### config.mk
export PLATFORM = sky130hd
export DESIGN_NAME = apb_master_bridge
export DESIGN_NICKNAME = d
export VERILOG_FILES = /design/src/rtl/apb_pkg.sv /design/src/rtl/apb_wait_timer.sv /design/src/rtl/apb_master_bridge.sv
export SDC_FILE = /design/constraint.sdc
export NUM_CORES = 1
export LEC_CHECK = 0
export ABC_CLOCK_PERIOD_IN_PS = 2800
export CELL_PAD_IN_SITES_DETAIL_PLACEMENT = 0
export CELL_PAD_IN_SITES_GLOBAL_PLACEMENT = 1
export CORE_MARGIN = 2
export CORE_UTILIZATION = 34
export DETAILED_ROUTE_END_ITERATION = 10
export PLACE_DENSITY_LB_ADDON = 0.12
export SYNTH_ARGS = -nofsm -noshare
export SYNTH_HDL_FRONTEND = slang
export SYNTH_SLANG_ARGS = --single-unit
### constraint.sdc
create_clock -name PCLK -period 2.8 [get_ports PCLK]
set_input_delay 0.56 -clock PCLK [delete_from_list [all_inputs] [get_ports PCLK]]
set_output_delay 0.56 -clock PCLK [all_outputs]
set_load 0.05 [all_outputs]
### src/rtl/apb_pkg.sv
// -----------------------------------------------------------------------------
// apb_pkg
// Shared definitions for the APB master bridge and the team's APB slaves:
//   - APB_ADDR_W / APB_DATA_W : default bus widths
//   - APB_TIMEOUT_DATA        : read data returned when a transfer is aborted
//   - apb_state_e             : bridge transfer state (IDLE/SETUP/ACCESS/RESP)
// -----------------------------------------------------------------------------
package apb_pkg;

    localparam int APB_ADDR_W = 32;
    localparam int APB_DATA_W = 32;

    // Recognisable pattern returned on a wait-state timeout abort.
    localparam logic [31:0] APB_TIMEOUT_DATA = 32'hDEAD_BEEF;

    typedef enum logic [1:0] {
        IDLE   = 2'd0,
        SETUP  = 2'd1,
        ACCESS = 2'd2,
        RESP   = 2'd3
    } apb_state_e;

endpackage

### src/rtl/apb_wait_timer.sv
// -----------------------------------------------------------------------------
// apb_wait_timer
// Saturating wait-state counter used by the APB master bridge when the
// APB_TIMEOUT_EN build option is defined.
//
// Ports:
//   clk     in   clock, rising edge
//   rst_n   in   asynchronous active-low reset
//   clr     in   clear the count (entry into ACCESS)
//   en      in   count one wait cycle (ACCESS with PREADY low)
//   expired out  current cycle is the LIMIT-th wait cycle; if it is counted
//                the limit is reached at the next edge
// -----------------------------------------------------------------------------
module apb_wait_timer #(
    parameter int LIMIT = 16
) (
    input  logic clk,
    input  logic rst_n,
    input  logic clr,
    input  logic en,
    output logic expired
);

    localparam int CNT_W = $clog2(LIMIT + 1);
    localparam logic [CNT_W-1:0] CNT_LIMIT = CNT_W'(LIMIT);
    localparam logic [CNT_W-1:0] CNT_LAST  = CNT_W'(LIMIT - 1);

    logic [CNT_W-1:0] count_r;

    // Wait counter: clear has priority, then saturating increment.
    always_ff @(posedge clk or negedge rst_n) begin
        if (!rst_n) begin
            count_r <= {CNT_W{1'b0}};
        end else if (clr) begin
            count_r <= {CNT_W{1'b0}};
        end else if (en && (count_r != CNT_LIMIT)) begin
            count_r <= count_r + {{(CNT_W-1){1'b0}}, 1'b1};
        end else begin
            count_r <= count_r;
        end
    end

    // Flag the cycle whose wait would bring the count up to LIMIT, so the
    // bridge can abort on that same edge rather than one cycle late.
    assign expired = (count_r == CNT_LAST);

endmodule

### src/rtl/apb_master_bridge.sv
// -----------------------------------------------------------------------------
// apb_master_bridge
// Single-outstanding APB master: accepts one command on a valid/ready channel,
// runs an APB SETUP/ACCESS transfer and returns the result on a valid/ready
// response channel. All APB outputs and response outputs are registered;
// cmd_ready is decoded from the state register.
//
// Build option:
//   APB_TIMEOUT_EN  when defined, an ACCESS phase that sees TIMEOUT_CYCLES
//                   cycles without PREADY is aborted with rsp_err=1 and
//                   rsp_rdata=APB_TIMEOUT_DATA. When undefined ACCESS waits
//                   on PREADY indefinitely and TIMEOUT_CYCLES does not exist.
//
// Ports:
//   PCLK, PRESETn                      clock / async active-low reset
//   cmd_valid, cmd_ready               command handshake
//   cmd_write, cmd_addr, cmd_wdata     command payload
//   rsp_valid, rsp_ready               response handshake
//   rsp_rdata, rsp_err                 response payload (rdata=0 for writes)
//   PADDR, PSELx, PENABLE, PWRITE,
//   PWDATA                             APB request outputs
//   PRDATA, PREADY, PSLVERR            APB completion inputs
// -----------------------------------------------------------------------------
module apb_master_bridge
    import apb_pkg::*;
#(
    parameter int ADDR_W = APB_ADDR_W,
    parameter int DATA_W = APB_DATA_W
`ifdef APB_TIMEOUT_EN
    ,
    parameter int TIMEOUT_CYCLES = 16
`endif
) (
    input  logic              PCLK,
    input  logic              PRESETn,
    input  logic              cmd_valid,
    output logic              cmd_ready,
    input  logic              cmd_write,
    input  logic [ADDR_W-1:0] cmd_addr,
    input  logic [DATA_W-1:0] cmd_wdata,
    output logic              rsp_valid,
    input  logic              rsp_ready,
    output logic [DATA_W-1:0] rsp_rdata,
    output logic              rsp_err,
    output logic [ADDR_W-1:0] PADDR,
    output logic              PSELx,
    output logic              PENABLE,
    output logic              PWRITE,
    output logic [DATA_W-1:0] PWDATA,
    input  logic [DATA_W-1:0] PRDATA,
    input  logic              PREADY,
    input  logic              PSLVERR
);

    apb_state_e        state_r,     state_nxt_s;
    logic [ADDR_W-1:0] paddr_r,     paddr_nxt_s;
    logic              pwrite_r,    pwrite_nxt_s;
    logic [DATA_W-1:0] pwdata_r,    pwdata_nxt_s;
    logic              psel_r,      psel_nxt_s;
    logic              penable_r,   penable_nxt_s;
    logic              rsp_valid_r, rsp_valid_nxt_s;
    logic [DATA_W-1:0] rsp_rdata_r, rsp_rdata_nxt_s;
    logic              rsp_err_r,   rsp_err_nxt_s;

`ifdef APB_TIMEOUT_EN
    logic timer_clr_s;
    logic timer_en_s;
    logic timer_expired_s;

    apb_wait_timer #(
        .LIMIT   (TIMEOUT_CYCLES)
    ) u_wait_timer (
        .clk     (PCLK),
        .rst_n   (PRESETn),
        .clr     (timer_clr_s),
        .en      (timer_en_s),
        .expired (timer_expired_s)
    );
`endif

    // Next-state and next-output decode; every register holds by default.
    always_comb begin
        state_nxt_s     = state_r;
        paddr_nxt_s     = paddr_r;
        pwrite_nxt_s    = pwrite_r;
        pwdata_nxt_s    = pwdata_r;
        psel_nxt_s      = psel_r;
        penable_nxt_s   = penable_r;
        rsp_valid_nxt_s = rsp_valid_r;
        rsp_rdata_nxt_s = rsp_rdata_r;
        rsp_err_nxt_s   = rsp_err_r;
`ifdef APB_TIMEOUT_EN
        timer_clr_s     = 1'b0;
        timer_en_s      = 1'b0;
`endif
        case (state_r)
            IDLE: begin
                // Address/data are only loaded here, so they stay frozen
                // through SETUP/ACCESS and keep their last value while idle.
                if (cmd_valid) begin
                    paddr_nxt_s   = cmd_addr;
                    pwrite_nxt_s  = cmd_write;
                    pwdata_nxt_s  = cmd_wdata;
                    psel_nxt_s    = 1'b1;
                    penable_nxt_s = 1'b0;
                    state_nxt_s   = SETUP;
                end else begin
                    state_nxt_s   = IDLE;
                end
            end
            SETUP: begin
                penable_nxt_s = 1'b1;
                state_nxt_s   = ACCESS;
`ifdef APB_TIMEOUT_EN
                timer_clr_s   = 1'b1;
`endif
            end
            ACCESS: begin
                // PREADY wins over a simultaneous timeout.
                if (PREADY) begin
                    rsp_rdata_nxt_s = pwrite_r ? {DATA_W{1'b0}} : PRDATA;
                    rsp_err_nxt_s   = PSLVERR;
                    psel_nxt_s      = 1'b0;
                    penable_nxt_s   = 1'b0;
                    rsp_valid_nxt_s = 1'b1;
                    state_nxt_s     = RESP;
                end else begin
`ifdef APB_TIMEOUT_EN
                    timer_en_s = 1'b1;
                    if (timer_expired_s) begin
                        rsp_rdata_nxt_s = DATA_W'(APB_TIMEOUT_DATA);
                        rsp_err_nxt_s   = 1'b1;
                        psel_nxt_s      = 1'b0;
                        penable_nxt_s   = 1'b0;
                        rsp_valid_nxt_s = 1'b1;
                        state_nxt_s     = RESP;
                    end else begin
                        state_nxt_s     = ACCESS;
                    end
`else
                    state_nxt_s = ACCESS;
`endif
                end
            end
            RESP: begin
                if (rsp_ready) begin
                    rsp_valid_nxt_s = 1'b0;
                    state_nxt_s     = IDLE;
                end else begin
                    state_nxt_s     = RESP;
                end
            end
            default: begin
                state_nxt_s     = IDLE;
                psel_nxt_s      = 1'b0;
                penable_nxt_s   = 1'b0;
                rsp_valid_nxt_s = 1'b0;
            end
        endcase
    end

    // State and registered outputs; reset drops any in-flight transfer.
    always_ff @(posedge PCLK or negedge PRESETn) begin
        if (!PRESETn) begin
            state_r     <= IDLE;
            paddr_r     <= {ADDR_W{1'b0}};
            pwrite_r    <= 1'b0;
            pwdata_r    <= {DATA_W{1'b0}};
            psel_r      <= 1'b0;
            penable_r   <= 1'b0;
            rsp_valid_r <= 1'b0;
            rsp_rdata_r <= {DATA_W{1'b0}};
            rsp_err_r   <= 1'b0;
        end else begin
            state_r     <= state_nxt_s;
            paddr_r     <= paddr_nxt_s;
            pwrite_r    <= pwrite_nxt_s;
            pwdata_r    <= pwdata_nxt_s;
            psel_r      <= psel_nxt_s;
            penable_r   <= penable_nxt_s;
            rsp_valid_r <= rsp_valid_nxt_s;
            rsp_rdata_r <= rsp_rdata_nxt_s;
            rsp_err_r   <= rsp_err_nxt_s;
        end
    end

    assign cmd_ready = (state_r == IDLE);
    assign rsp_valid = rsp_valid_r;
    assign rsp_rdata = rsp_rdata_r;
    assign rsp_err   = rsp_err_r;
    assign PADDR     = paddr_r;
    assign PSELx     = psel_r;
    assign PENABLE   = penable_r;
    assign PWRITE    = pwrite_r;
    assign PWDATA    = pwdata_r;

endmodule

==> results of run 1 <==
[cells by family after synthesis]
logic type,after synthesis,synth area share
flip-flops,103,0.611
AND/OR/NAND/NOR,75,0.0895
multiplexers,66,0.211
AO/OA/AOI/OAI,40,0.0480
buffers and inverters,19,0.0409
[per-stage QoR]
stage	instance area, µm²	cells	worst slack [ns]	total power, µW	hold slack [ns]
floorplan	4220	303	0.889	6320	0.264
global placement	6390	664	0.628	8090	0.461
detailed placement	6390	664	0.609	8150	0.469
CTS	6670	679	0.387	9380	0.197
global route	6670	679	0.346	9740	0.218
finish	6670	679	0.412	9260	0.187
[layout by cell type, fill, tap and decap left out]
master           instances
dfrtp_1                103
and2_4                   1
nand3b_1                 1
a21oi_1                  4
nand2b_1                34
nor2_1                   2
inv_1                    1
mux2_2                  27
clkdlybuf4s50_1        203
mux2_4                  39
nor2_2                   1
buf_12                   3
a21o_1                   1
nand2_1                 36
clkbuf_16                9
buf_4                    5
clkbuf_8                 3
clkbuf_1                 3
o21ai_0                 35
[worst reg2reg max path, cell delays in order, from the launching register on]
cell     delay [ns]
dfrtp_1        0.46
nor2_2         0.19
and2_4         0.35
buf_12         0.27
mux2_2         0.37
[path summary, 6_finish.rpt]
check	from	end	slack, ns	cells past startpoint
setup / recovery	state_r[1]$_DFF_PN0_	cmd_ready	0.41	2
hold / removal	PRESETn	PWDATA[13]$_DFFE_PN0P_	0.19	1
setup reg to reg	state_r[1]$_DFF_PN0_	PADDR[5]$_DFFE_PN0P_	1.04	4
hold reg to reg	rsp_rdata[9]$_DFFE_PN0P_	rsp_rdata[9]$_DFFE_PN0P_	0.48	2
max in group asynchronous	PRESETn	rsp_rdata[2]$_DFFE_PN0P_	1.91	2
min in group PCLK	rsp_rdata[9]$_DFFE_PN0P_	rsp_rdata[9]$_DFFE_PN0P_	0.48	2
[sequential cells by signal (all words and copies together) (netlist names)]
name       cells
state_r        2
PWRITE         1
PSELx          1
rsp_valid      1
PADDR         32
PWDATA        32
rsp_rdata     32
PENABLE        1
rsp_err        1
[synthesized netlist by cell type (all sizes together)]
library cell | instances | area [µm²]
a21o | 1 | 7.51
a21oi | 4 | 20.0
and2 | 1 | 8.76
buf | 13 | 150
clkbuf | 5 | 18.8
dfrtp | 103 | 2580
inv | 1 | 3.75
mux2 | 66 | 890
nand2 | 36 | 135
nand2b | 34 | 213
nand3b | 1 | 7.51
nor2 | 3 | 13.8
o21ai | 35 | 175
[power by group through the flow]
stage | Sequential (µW) | Combinational, µW | Clock (µW)
final | 2590 | 5490 | 1190
after CTS | 2600 | 5550 | 1230
after detailed placement | 2610 | 5540 | 0
after floorplan | 5010 | 1310 | 0
after global placement | 2600 | 5490 | 0
after global routing | 2690 | 5750 | 1310
[routing by layer]
metal  vias up  part of all wire  track usage
met2       115              0.47        0.245
met4         0             0.020       0.0739
met1      1407              0.43        0.200
met3        13             0.080       0.0523
li1       1423                 -            -
met5         -                 0            0
[area by class of cell]
| class | count | area [µm²] | area share |
|---|---|---|---|
| well taps | 168 | 210 | 0.0315 |
| clock buffers | 15 | 278 | 0.0417 |
| inverters | 1 | 3.75 | 0.000563 |
| flip-flops and latches | 103 | 2580 | 0.386 |
| repair buffers | 211 | 2130 | 0.319 |
| multi-input cells | 181 | 1470 | 0.220 |
==> flow_metrics.tcl, run 1 <==
set metrics [dict create \
    path_clk_slew_ns 0.07 \
    clk_latency_ns 0.34 \
    swShare 0.461 \
    p_sw_uw 4270 \
    ant_nets 0 \
    dr.pass1.iters 3 \
    post_cts_buffers 0 \
    slowest_stage "clkdlybuf4s50_1" \
    ys_ff_latch 103 \
    wl_per_cell_um 15.1 \
    avgViaCountPerCell 4.36 \
    power_leakage_uw 0.00283 \
    power_frac_seq 0.279 \
    min_path_type "input port to asynchronous set/reset pin" \
    die_y_um 115 \
    worstPathRequired_ns 2.24 \
    endpoint_kind "primary output" \
    final_util 0.553 \
    path_cells "nor2_2, clkdlybuf4s50_1" \
    htree_num_levels 3 \
    ys_seq_area_frac 0.611 \
    fmaxAchievable_mhz 419 \
    synth_area_per_cell_um2 13.9 \
    fin_setup_tns_ns 0 \
    start_util 0.350 \
    core-area_um2 12100 \
    die_w_um 115 \
    slowest_delay_ns 0.83 \
    yosysWarningCount 0 \
    layout-drive-gt1-share 0.172 \
    peakVddDrop_uv 665 \
    first_iter_violations 106 \
    fin_crit_ns 2.39 \
    cts.path.max_buffers 2 \
    overflow 0 \
    top_level_ports 205 \
    crit_fanout 8 \
    start_kind "register" \
    cts_root_buf "clkbuf_16" \
    maxCapViolations 0 \
    tightest_slew_ns 0.550 \
    first_global_vias 3071 \
    drt-total-wl_um 10200 \
    floorplan.die_area_um2 13300 \
    crit_arrival_ns 1.83 \
    critPathTopFamily "buffers and inverters" \
    synth.distinct_cells 19 \
    ctsResizeCount 0 \
    status "completed" \
    hold_viol_final 0 \
    grt_usage 0.158 \
    fillers 1059 \
    fin_crit_sh 0.853 \
    cts_inserted_buffers 9 \
    path_class "register to primary output" \
    finalClockSkew_ns 0.00615 \
    slew_headroom 0.632 \
    clkPwrFrac 0.128 \
    path_buf_inv 1 \
    drc 0 \
    syn_inst 303 \
    grt_pass1_wl_um 16000 \
    num_antenna_cells 0 \
    setup_viol 0 \
    final_nets 610 \
    dp_hpwl_um 7400 \
    syn_area_um2 4220 \
    internal_power_uw 4990 \
    combPwrFrac 0.592 \
    vias 2958 \
    cts_hold_buf 0 \
    areaGrowthSynthToFinish_pct 58.0 \
    io_buffer_count 204 \
    p_per_area_nw_per_um2 1390 \
    antenna_found_initial 0 \
    cts_tree "done" \
    rows 40 \
    rsz0062_at_grt "false" \
    clock-sinks 103 \
    grt_start_max_net_pins 51 \
    drv_slew 0 \
    syn-num-nets 406 \
    gp_congestion 0.736 \
]
(Power assumes the default switching activity.)
==> inputs of run 2 (changes only) <==
--- a/config.mk
+++ b/config.mk
@@ -11,7 +11,8 @@
 export CORE_MARGIN = 2
 export CORE_UTILIZATION = 34
 export DETAILED_ROUTE_END_ITERATION = 10
-export PLACE_DENSITY_LB_ADDON = 0.12
+export GPL_TIMING_DRIVEN = 1
+export PLACE_DENSITY = 0.95
 export SYNTH_ARGS = -nofsm -noshare
 export SYNTH_HDL_FRONTEND = slang
 export SYNTH_SLANG_ARGS = --single-unit
==> run 2 against run 1 <==
Global-route usage is 0.80 points higher; first-iteration DRC count is 60% higher; sequential share of layout area is 0.14 points lower; register-to-register slack worse by 0.11 ns; critical path depth stayed put; clock power is 7% higher; via count is 3.5% higher.
==> flow_metrics.tcl, run 2 (synthesized netlist as in run 1, its figures left out) <==
set metrics [dict create \
    layout_common_cells "203 x clkdlybuf4s50_1, 103 x dfrtp_1, 39 x mux2_4, 36 x nand2_1, 35 x o21ai_0" \
    start_kind "register" \
    first_global_vias 3280 \
    path_clk_slew_ns 0.07 \
    placed_cells 666 \
    finalNonFillerCells 682 \
    rows 40 \
    io_buffer_count 204 \
    wl_per_cell_um 15.9 \
    final_nets 612 \
    htree_num_levels 3 \
    cts_inserted_buffers 9 \
    fin_crit_ns 2.42 \
    top_level_ports 205 \
    layout-drive-gt1-share 0.179 \
    areaGrowthSynthToFinish_pct 58.6 \
    core-area_um2 12100 \
    ctsResizeCount 0 \
    drt-total-wl_um 10800 \
    cts_root_buf "clkbuf_16" \
    combPwrFrac 0.587 \
    die_w_um 115 \
    vias 3062 \
    num_antenna_cells 0 \
    min_path_type "input port to asynchronous set/reset pin" \
    crit_fanout 8 \
    drv_slew 0 \
    clkPwrFrac 0.135 \
    power_leakage_uw 0.00284 \
    dp_hpwl_um 8050 \
    rsz0062_at_grt "false" \
    grt_usage 0.166 \
    first_iter_violations 170 \
    cts.path.max_buffers 2 \
    fin_setup_tns_ns 0 \
    endpoint_kind "primary output" \
    setup_viol 0 \
    post_cts_buffers 0 \
    die_y_um 115 \
    post-place-ws_ns 0.541 \
    swShare 0.463 \
    peakVddDrop_uv 939 \
    dr.pass1.iters 4 \
    overflow 0 \
    antenna_found_initial 0 \
    floorplan.die_area_um2 13300 \
    drc 0 \
    finalClockSkew_ns 0.00723 \
    clk_latency_ns 0.34 \
    maxCapViolations 0 \
    status "completed" \
    worstPathRequired_ns 2.24 \
    power_frac_seq 0.278 \
    grt_pass1_wl_um 16800 \
    p_per_area_nw_per_um2 1400 \
    p_total_uw 9400 \
    gp_congestion 0.737 \
    slew_headroom 0.632 \
    p_sw_uw 4350 \
    fmaxAchievable_mhz 413 \
    crit_arrival_ns 1.86 \
    setup_ws_ns 0.378 \
    cts_tree "done" \
    cts_hold_buf 0 \
    internal_power_uw 5050 \
    fin_crit_sh 0.865 \
    tightest_slew_ns 0.550 \
    ant_nets 0 \
    hold_viol_final 0 \
    avgViaCountPerCell 4.49 \
    final_common_cell "clkdlybuf4s50_1" \
    start_util 0.350 \
    grt_start_max_net_pins 49 \
    path_class "register to primary output" \
    clock-sinks 103 \
]
## run 2: area by class of cell
cell class	instances	area (µm²)
fill	1016	5370
multi-input combinational	181	1470
clock buffer	12	246
inverter	1	3.75
tap	168	210
clock inverter	4	53.8
sequential	103	2580
timing repair buffer	213	2130
## run 2: power groups by stage
stage | sequential [µW] | clock [µW] | combinational, µW
floorplan | 5010 | 0 | 1310
global placement | 2610 | 0 | 5470
detailed placement | 2630 | 0 | 5550
CTS | 2620 | 1320 | 5560
global route | 2710 | 1360 | 5750
finish | 2610 | 1270 | 5510
## run 2: final timing paths
| kind | startpoint | slack, ns | end | cells past startpoint |
|---|---|---|---|---|
| hold / removal | PRESETn | 0.13 | PADDR[15]$_DFFE_PN0P_ | 1 |
| max in group asynchronous | PRESETn | 1.92 | PWDATA[9]$_DFFE_PN0P_ | 2 |
| setup / recovery | state_r[1]$_DFF_PN0_ | 0.38 | cmd_ready | 2 |
| setup reg to reg | state_r[1]$_DFF_PN0_ | 0.93 | PWDATA[9]$_DFFE_PN0P_ | 4 |
| min in group PCLK | rsp_rdata[25]$_DFFE_PN0P_ | 0.48 | rsp_rdata[25]$_DFFE_PN0P_ | 2 |
| hold reg to reg | rsp_rdata[25]$_DFFE_PN0P_ | 0.48 | rsp_rdata[25]$_DFFE_PN0P_ | 2 |
## run 2: per-layer routing
layer | routed length [µm] | vias to the layer above | global-route usage
met5 | 0 | - | 0
met4 | 199 | 0 | 0.0699
met3 | 674 | 12 | 0.0481
met2 | 5780 | 103 | 0.294
met1 | 4160 | 1528 | 0.185
li1 | - | 1419 | -
## run 2: critical path, cell delays in order (launching register included)
cell             delay [ns]
dfrtp_1                0.47
nor2_2                 0.21
clkdlybuf4s50_1        0.83
## run 2: per-stage QoR
step            util  hold slack [ns]  instance area [µm²]
2_1_floorplan      -            0.264                 4220
3_3_place_gp   0.530            0.463                 6390
3_5_place_dp   0.530            0.469                 6390
4_1_cts        0.555            0.126                 6690
5_1_grt        0.555            0.148                 6690
6_report       0.555            0.128                 6690
==> inputs of run 3 (changes only) <==
--- a/config.mk
+++ b/config.mk
@@ -5,14 +5,14 @@
 export SDC_FILE = /design/constraint.sdc
 export NUM_CORES = 1
 export LEC_CHECK = 0
-export ABC_CLOCK_PERIOD_IN_PS = 2800
+export ABC_CLOCK_PERIOD_IN_PS = 2100
 export CELL_PAD_IN_SITES_DETAIL_PLACEMENT = 0
 export CELL_PAD_IN_SITES_GLOBAL_PLACEMENT = 1
 export CORE_MARGIN = 2
-export CORE_UTILIZATION = 34
+export CORE_UTILIZATION = 28
 export DETAILED_ROUTE_END_ITERATION = 10
 export GPL_TIMING_DRIVEN = 1
-export PLACE_DENSITY = 0.95
+export PLACE_DENSITY = 0.87
 export SYNTH_ARGS = -nofsm -noshare
 export SYNTH_HDL_FRONTEND = slang
 export SYNTH_SLANG_ARGS = --single-unit
==> constraint.sdc (replaced) <==
create_clock -name PCLK -period 2.1 [get_ports PCLK]
set_input_delay 0.42 -clock PCLK [delete_from_list [all_inputs] [get_ports PCLK]]
set_output_delay 0.42 -clock PCLK [all_outputs]
set_load 0.05 [all_outputs]
==> run 3 against run 2 <==
Sequential power up 34%; clock power up 50%; critical path depth down 1; flip-flop and latch count unchanged; wire length down 3.7%; combinational power up 34%; design area up 1.7%; sequential share of layout area down 0.64 points; clock skew down 0.0025 ns; non-clock buffer count unchanged; final cell count up 2.3%; via count down 1.8%; critical path type unchanged; critical endpoint is now PENABLE; highest routed layer unchanged.
==> flow_metrics.tcl, run 3 (synthesized netlist as in run 1, its figures left out) <==
set metrics [dict create \
    finalClockSkew_ns 0.00469 \
    fmaxAchievable_mhz 504 \
    first_global_vias 3221 \
    path_clk_slew_ns 0.07 \
    drc 0 \
    worstPathRequired_ns 1.68 \
    final_nets 612 \
    antenna_found_initial 0 \
    slew_headroom 0.637 \
    cts.path.max_buffers 2 \
    slowest_delay_ns 0.83 \
    p_per_area_nw_per_um2 1880 \
    hold_ws_ns 0.477 \
    start_kind "register" \
    final_util 0.465 \
    avgViaCountPerCell 4.31 \
    gp_congestion 0.741 \
    crit_arrival_ns 1.56 \
    htree_num_levels 3 \
    peakVddDrop_uv 837 \
    path_class "register to primary output" \
    cts_root_buf "clkbuf_16" \
    fin_crit_ns 1.98 \
    io_buffer_count 204 \
    path_cells "clkdlybuf4s50_1" \
    cts_inserted_buffers 9 \
    rsz0062_at_grt "false" \
    num_antenna_cells 0 \
    dp_hpwl_um 7790 \
    grt_pass1_wl_um 16600 \
    core-area_um2 14600 \
    tightest_slew_ns 0.543 \
    areaGrowthSynthToFinish_pct 61.3 \
    crit_fanout 3 \
    slowest_stage "clkdlybuf4s50_1" \
    power_leakage_uw 0.00289 \
    cts_tree "done" \
    status "completed" \
    clock-sinks 103 \
    drt-total-wl_um 10400 \
    fin_setup_tns_ns 0 \
    overflow 0 \
    rows 44 \
    start_util 0.288 \
    layout-drive-gt1-share 0.185 \
    wl_per_cell_um 14.9 \
    critPathTopFamily "buffers and inverters" \
    dr.pass1.iters 4 \
    ant_nets 0 \
    endpoint_kind "primary output" \
    drv_slew 0 \
    floorplan.die_area_um2 16100 \
    final_common_cell "clkdlybuf4s50_1" \
    grt_start_max_net_pins 50 \
    fin_crit_sh 0.945 \
    top_level_ports 205 \
    die_y_um 127 \
    setup_viol 0 \
    vias 3006 \
    min_path_type "input port to asynchronous set/reset pin" \
    first_iter_violations 142 \
    maxCapViolations 0 \
    clk_latency_ns 0.34 \
    path_buf_inv 1 \
    grt_usage 0.132 \
    hold_viol_final 0 \
    post_cts_buffers 0 \
    layout_common_cells "201 x clkdlybuf4s50_1, 103 x dfrtp_1, 39 x mux2_4, 36 x nand2_1, 35 x o21ai_0" \
    die_w_um 127 \
]
==> run 3: changes by cell type in the layout (fill, tap and decap cells not counted), moves of 2 or more <==
| cell | previous run | this run |
|---|---|---|
| clkdlybuf4s50_1 | 203 | 201 |
| buf_12 | 2 | 6 |
| buf_4 | 8 | 5 |
| clkbuf_1 | 2 | 0 |
| clkinv_2 | 0 | 2 |
| bufinv_16 | 1 | 3 |
==> run 3: layout make-up <==
| type | count | area, µm² |
|---|---|---|
| inverter | 1 | 3.75 |
| timing repair buffer | 213 | 2180 |
| clock buffer | 10 | 239 |
| tap | 184 | 230 |
| multi-input combinational | 181 | 1470 |
| fill | 1309 | 7840 |
| clock inverter | 6 | 108 |
| sequential | 103 | 2580 |
==> run 3: final timing paths <==
kind,startpoint,to,slack (ns),cells past startpoint
max,PENABLE$_DFFE_PN0P_,PENABLE,0.12,1
min,PRESETn,PADDR[20]$_DFFE_PN0P_,0.48,2
max reg2reg,state_r[1]$_DFF_PN0_,PADDR[6]$_DFFE_PN0P_,0.45,4
min reg2reg,rsp_rdata[0]$_DFFE_PN0P_,rsp_rdata[0]$_DFFE_PN0P_,0.48,2
max in group asynchronous,PRESETn,rsp_rdata[25]$_DFFE_PN0P_,1.11,3
min in group PCLK,rsp_rdata[0]$_DFFE_PN0P_,rsp_rdata[0]$_DFFE_PN0P_,0.48,2
==> run 3: through the flow <==
stage               cells  setup slack (ns)  total power (µW)  instance area, µm²
floorplan             303             0.189              8430                4220
global placement      681             0.233             10800                6450
detailed placement    681             0.200             10900                6450
CTS                   698            0.0847             12900                6810
global route          698            0.0490             13400                6810
finish                698             0.115             12800                6810
==> run 3: power by group <==
part	internal [µW]	leakage [µW]	switching (µW)	total [µW]
registers	2930	0.00126	578	3510
logic	2870	0.00146	4490	7360
clock network	1190	0.000168	705	1900
total	6990	0.00289	5770	12800
==> run 3: what timing repair did <==
item                      4_1_cts  5_1_grt
hold endpoints to repair       13        0
resized for setup               0        0
hold buffers                    1        0
==> run 3: per-layer routing <==
metal | global-route usage | share of wire | vias to the layer above
met2 | 0.224 | 0.51 | 106
met5 | 0 | 0 | -
met1 | 0.156 | 0.41 | 1463
met3 | 0.0316 | 0.054 | 17
li1 | - | - | 1420
met4 | 0.0679 | 0.025 | 0
